**config.mk**
```make
export PLATFORM = sky130hd
export DESIGN_NAME = coco_intc
export DESIGN_NICKNAME = d
export VERILOG_FILES = /design/src/rtl/coco_intc.sv
export SDC_FILE = /design/constraint.sdc
export NUM_CORES = 1
export LEC_CHECK = 0
export ABC_AREA = 1
export CORE_MARGIN = 5
export CORE_UTILIZATION = 41
export CTS_CLUSTER_DIAMETER = 40
export CTS_CLUSTER_SIZE = 10
export DETAILED_ROUTE_END_ITERATION = 8
export HOLD_SLACK_MARGIN = 0.15
export PLACE_DENSITY_LB_ADDON = 0.3
export SLEW_MARGIN = 20
export SYNTH_ARGS = -nofsm -noshare
export SYNTH_HDL_FRONTEND = slang
export SYNTH_SLANG_ARGS = --single-unit
export TNS_END_PERCENT = 5
```
**constraint.sdc**
```tcl
create_clock -name clk -period 2.8 [get_ports clk]
set_clock_uncertainty 0.05 [all_clocks]
set_input_delay 0.56 -clock clk [delete_from_list [all_inputs] [get_ports clk]]
set_output_delay 0.56 -clock clk [all_outputs]
set_load 0.02 [all_outputs]
```
**src/rtl/coco_intc.sv**
```systemverilog
// Interrupt collector: edge-captured pending bits, per-source mask, lowest-index
// priority and a single in-service slot with vector readout and EOI.
module coco_intc #(
  parameter int N_SRC = 6
) (
  input  logic             clk,
  input  logic             rst,
  input  logic [3:2]       ADD_I,
  input  logic             WE_I,
  input  logic [31:0]      DAT_I,
  output logic [31:0]      DAT_O,
  input  logic [N_SRC-1:0] IRQ_I,
  input  logic             INT_ACK_I,
  output logic             IRQ_O
);

  localparam logic [1:0] A_CTRL = 2'b00;
  localparam logic [1:0] A_MASK = 2'b01;
  localparam logic [1:0] A_PEND = 2'b10;
  localparam logic [1:0] A_VEC  = 2'b11;

  localparam logic [0:0] S_IDLE    = 1'b0;
  localparam logic [0:0] S_SERVICE = 1'b1;

  logic [N_SRC-1:0] pend_q, pend_d;
  logic [N_SRC-1:0] mask_q, mask_d;
  logic [N_SRC-1:0] prev_q;
  logic             ge_q, ge_d;
  logic [0:0]       is_q, is_d;
  logic [2:0]       id_q, id_d;

  logic [N_SRC-1:0] req, rise, win_oh;
  logic [2:0]       win;
  logic             ack;

  assign req   = pend_q & mask_q;
  assign rise  = IRQ_I & ~prev_q;
  assign IRQ_O = ge_q & (is_q == S_IDLE) & (|req);
  assign ack   = INT_ACK_I & IRQ_O;

  // Scan from the top so the lowest requesting index is the last to assign.
  always_comb begin
    win    = 3'd0;
    win_oh = '0;
    for (int i = N_SRC - 1; i >= 0; i--) begin
      if (req[i]) begin
        win    = 3'(i);
        win_oh = N_SRC'(1) << i;
      end
    end
  end

  always_comb begin
    pend_d = pend_q;
    mask_d = mask_q;
    ge_d   = ge_q;
    is_d   = is_q;
    id_d   = id_q;
    if (WE_I) begin
      case (ADD_I)
        A_CTRL:  ge_d = DAT_I[0];
        A_MASK:  mask_d = DAT_I[N_SRC-1:0];
        A_PEND:  pend_d = pend_d & ~DAT_I[N_SRC-1:0];
        A_VEC:   if (is_q == S_SERVICE) is_d = S_IDLE;
        default: ;
      endcase
    end
    if (ack) begin
      is_d   = S_SERVICE;
      id_d   = win;
      pend_d = pend_d & ~win_oh;
    end
    // New edges override any clear landing on the same edge.
    pend_d = pend_d | rise;
  end

  always_ff @(posedge clk) begin
    if (rst) begin
      pend_q <= '0;
      mask_q <= '0;
      prev_q <= '0;
      ge_q   <= 1'b0;
      is_q   <= S_IDLE;
      id_q   <= 3'd0;
    end else begin
      pend_q <= pend_d;
      mask_q <= mask_d;
      prev_q <= IRQ_I;
      ge_q   <= ge_d;
      is_q   <= is_d;
      id_q   <= id_d;
    end
  end

  always_comb begin
    DAT_O = 32'd0;
    case (ADD_I)
      A_CTRL:  DAT_O = {30'd0, is_q, ge_q};
      A_MASK:  DAT_O = {{(32-N_SRC){1'b0}}, mask_q};
      A_PEND:  DAT_O = {{(32-N_SRC){1'b0}}, pend_q};
      A_VEC:   DAT_O = {is_q, 28'd0, id_q};
      default: DAT_O = 32'd0;
    endcase
  end

endmodule
```
==> reports/qor.csv, run 1 <==
stage;metric;value;unit
status;run status;finished, final reports clean;
timing;period utilization;0.925;
synth;Syn. warnings;0;
timing;fin crit period;2.59;ns
placed_design;Area after DPL;1620;µm²
floorplan;Starting Density;0.418;
floorplan;FP Rows;21;
critical_path;Top delay family on crit path;buffers and inverters;
global_routing;total gr overflow;0;
synth;mapped cell area;1380;µm²
global_routing;first-pass GRT wire length;4640;µm
clock_tree;CTS Hold Bufs;0;
power;Leak Pwr;0.000767;µW
timing;fmax;0.386;GHz
drt;Detail Route Antenna Nets;0;
critical_path;Startpoint Class;primary input;
floorplan;Die Ht;68.1;µm
clock_tree;CTS Sinks;23;
synth;Syn Inst Count;198;
synth;Main synth FF type;dfxtp_1;
floorplan;Die Wd;68.1;µm
placed_design;post-detail-place hpwl;2250;µm
synth;most instantiated cells after synthesis;inv_1, nand2_1, buf_4;
placed_design;Buffers on Ports;25;
drt;wire per inst;10.3;µm
global_routing;vias in the first global route;1117;
timing;Final Hold Vio Count;0;
global_routing;initial antenna violation count;0;
clock_tree;H-tree levels;1;
synth;Avg Synthesized Cell Area;6.98;µm²
timing;WHS;0.422;ns
cells_and_area;fillers;366;
min_path;HP Class;reg -> reg;
clock_tree;Root Driver;clkbuf_4;
synth;Post-synth ARST share;0;
critical_path;Worst Path Arrival;1.98;ns
synth;top-count cell post-synth;inv_1;
timing;Slew Limit Fails;0;
floorplan;top-level I/O count;77;
cells_and_area;Ant. Diodes;0;
synth;top cell type by total area after synthesis;dfxtp_1;
floorplan;core area;3310;µm²
synth;Seq/Total Area, Yosys;0.333;
placed_design;routability cong.;0.815;
drt;DRT Pass-1 Iters;4;
drt;via count;1195;
drt;DR vias/cell;4.33;
cells_and_area;Syn-to-layout area delta;19.0;%
floorplan;full die area;4630;µm²
critical_path;crit path max fanout;5;
timing;Final setup viols;0;
clock_tree;clk slew on worst S/H paths;0.13;ns
clock_tree;Worst-Skew Late Latency;0.32;ns
global_routing;largest net degree at the start of global routing;13;
critical_path;CP Cell Sequence;clkdlybuf4s50_1, nand2_1, o21ai_0, a21oi_1, o21ai_0, dlygate4sd2_1;
power;PD cells;405;nW/µm²
synth;number of synthesized flops with an enable pin;0;
drt;Detailed Route Iter0 Violations;37;
critical_path;Slowest cell on crit path;clkdlybuf4s50_1;
global_routing;GR Util All Layers;0.132;
cells_and_area;layout cell share with drive strength beyond 1;0.135;
critical_path;Critical Path RT;2.19;ns
flow_run;max-cap viol count;0;
drt;Total Routed Length;2830;µm
timing;RSZ-0062 raised after global routing;no;
drt;DRC;0;
clock_tree;CTS max path bufs;2;
power;maximum VDD drop;0.171;mV
cells_and_area;NumNets Final;275;
synth;Synth area leaders;dfxtp_1, buf_4, inv_1, nand2_1, a21oi_1;
critical_path;WS Path Type;in -> out;
critical_path;endpoint class of the critical path;output pin;
cells_and_area;design area;1650;µm²
clock_tree;TritonCTS Buffers;3;
clock_tree;CTS tree;built;
critical_path;Buf/Inv on CP;2;
synth;number of synthesized register bits;23;
critical_path;Largest stage delay, worst path;0.58;ns
critical_path;most used cell, CP;o21ai_0;
synth;post-synth cell types;23;
synth;post-synth top area share;0.333;
-- logic make-up (layout without fill, tap and decap cells) --
logic type | count (synthesis) | after routing | share of synthesized area
buffers and inverters | 62 | 70 | 0.243
flip-flops | 23 | 23 | 0.333
AO/OA/AOI/OAI | 38 | 38 | 0.164
AND/OR/NAND/NOR | 74 | 74 | 0.257
other | 1 | 25 | 0.00271
-- area by class of cell --
type / instances / area (µm²) / area share
multi-input combinational: 137 / 676 / 0.411
sequential: 23 / 460 / 0.280
timing repair buffer: 32 / 298 / 0.181
inverter: 34 / 128 / 0.0776
tap: 46 / 57.6 / 0.0350
clock buffer: 4 / 26.3 / 0.0160
-- placed cells by master (no fill, tap or decap), types with 3 or more instances in the layout --
cell type | synthesis | final
inv_1 | 34 | 34
nand3_1 | 9 | 9
clkbuf_4 | 0 | 3
o21ai_0 | 11 | 11
clkdlybuf4s50_1 | 0 | 18
nand2_1 | 33 | 33
o22ai_1 | 3 | 3
nand2_2 | 6 | 6
conb_1 | 1 | 25
dlygate4sd2_1 | 0 | 6
nor2_2 | 6 | 6
o21ai_2 | 5 | 5
a21oi_1 | 12 | 12
dfxtp_1 | 23 | 23
buf_4 | 25 | 7
o211ai_1 | 4 | 4
nor2_1 | 12 | 12
-- worst paths after layout --
path / end / slack, ns / cells after the start / start
worst min-delay path: id_q[2] / 0.42 / 2 / id_q[2]
worst max register to register: pend_q[5] / 1.36 / 7 / pend_q[0]
worst min register to register: id_q[2] / 0.42 / 2 / id_q[2]
worst max-delay path: DAT_O[1] / 0.21 / 6 / ADD_I[3]
-- through the flow --
stage / setup TNS [ns] / total power, µW / cells / setup slack, ns / utilization
finish: 0 / 667 / 276 / 0.210 / 0.497
global route: 0 / 704 / 276 / 0.0877 / 0.497
CTS: 0 / 671 / 276 / 0.00257 / 0.496
detailed placement: -0.237 / 517 / 272 / -0.0965 / 0.491
global placement: -0.304 / 516 / 272 / -0.0791 / 0.491
floorplan: 0 / 484 / 222 / 0.906 / -
-- worst reg2reg max path: stages, from the launching register on --
cell,delay (ns)
dfxtp_1,0.41
nand2_2,0.10
nand2_2,0.11
nor2_4,0.07
nand2_4,0.06
nand3_2,0.25
o21ai_1,0.23
nand2_1,0.06
-- power breakdown --
part           total [µW]  internal [µW]  switching (µW)
Clock                 160           55.7             104
Combinational         148           56.2            91.4
Sequential            359            345            13.8
Total                 667            457             210
-- routing by layer --
metal,GRT usage,vias up,part of all wire
met5,0,-,0
met4,0.0521,0,0.011
met3,0.0312,4,0.071
met2,0.219,32,0.44
met1,0.163,525,0.47
li1,-,634,-
-- flip-flops by register name (all words and copies together), names as in the netlist --
name / count
ge_q: 1
id_q: 3
is_q: 1
mask_q: 6
pend_q: 6
prev_q: 6
-- timing repair --
item	CTS	global route
setup buffers	0	0
endpoints found under the hold margin	0	0
setup endpoints to repair	6	1
gates resized for setup	6	1
(Power assumes the default switching activity.)
==> run 2: changes to the inputs <==
CAP_MARGIN = 5   (was unset)
==> results of run 2 <==
Same layout as run 1: the final DEF is identical, and so are final timing and power.
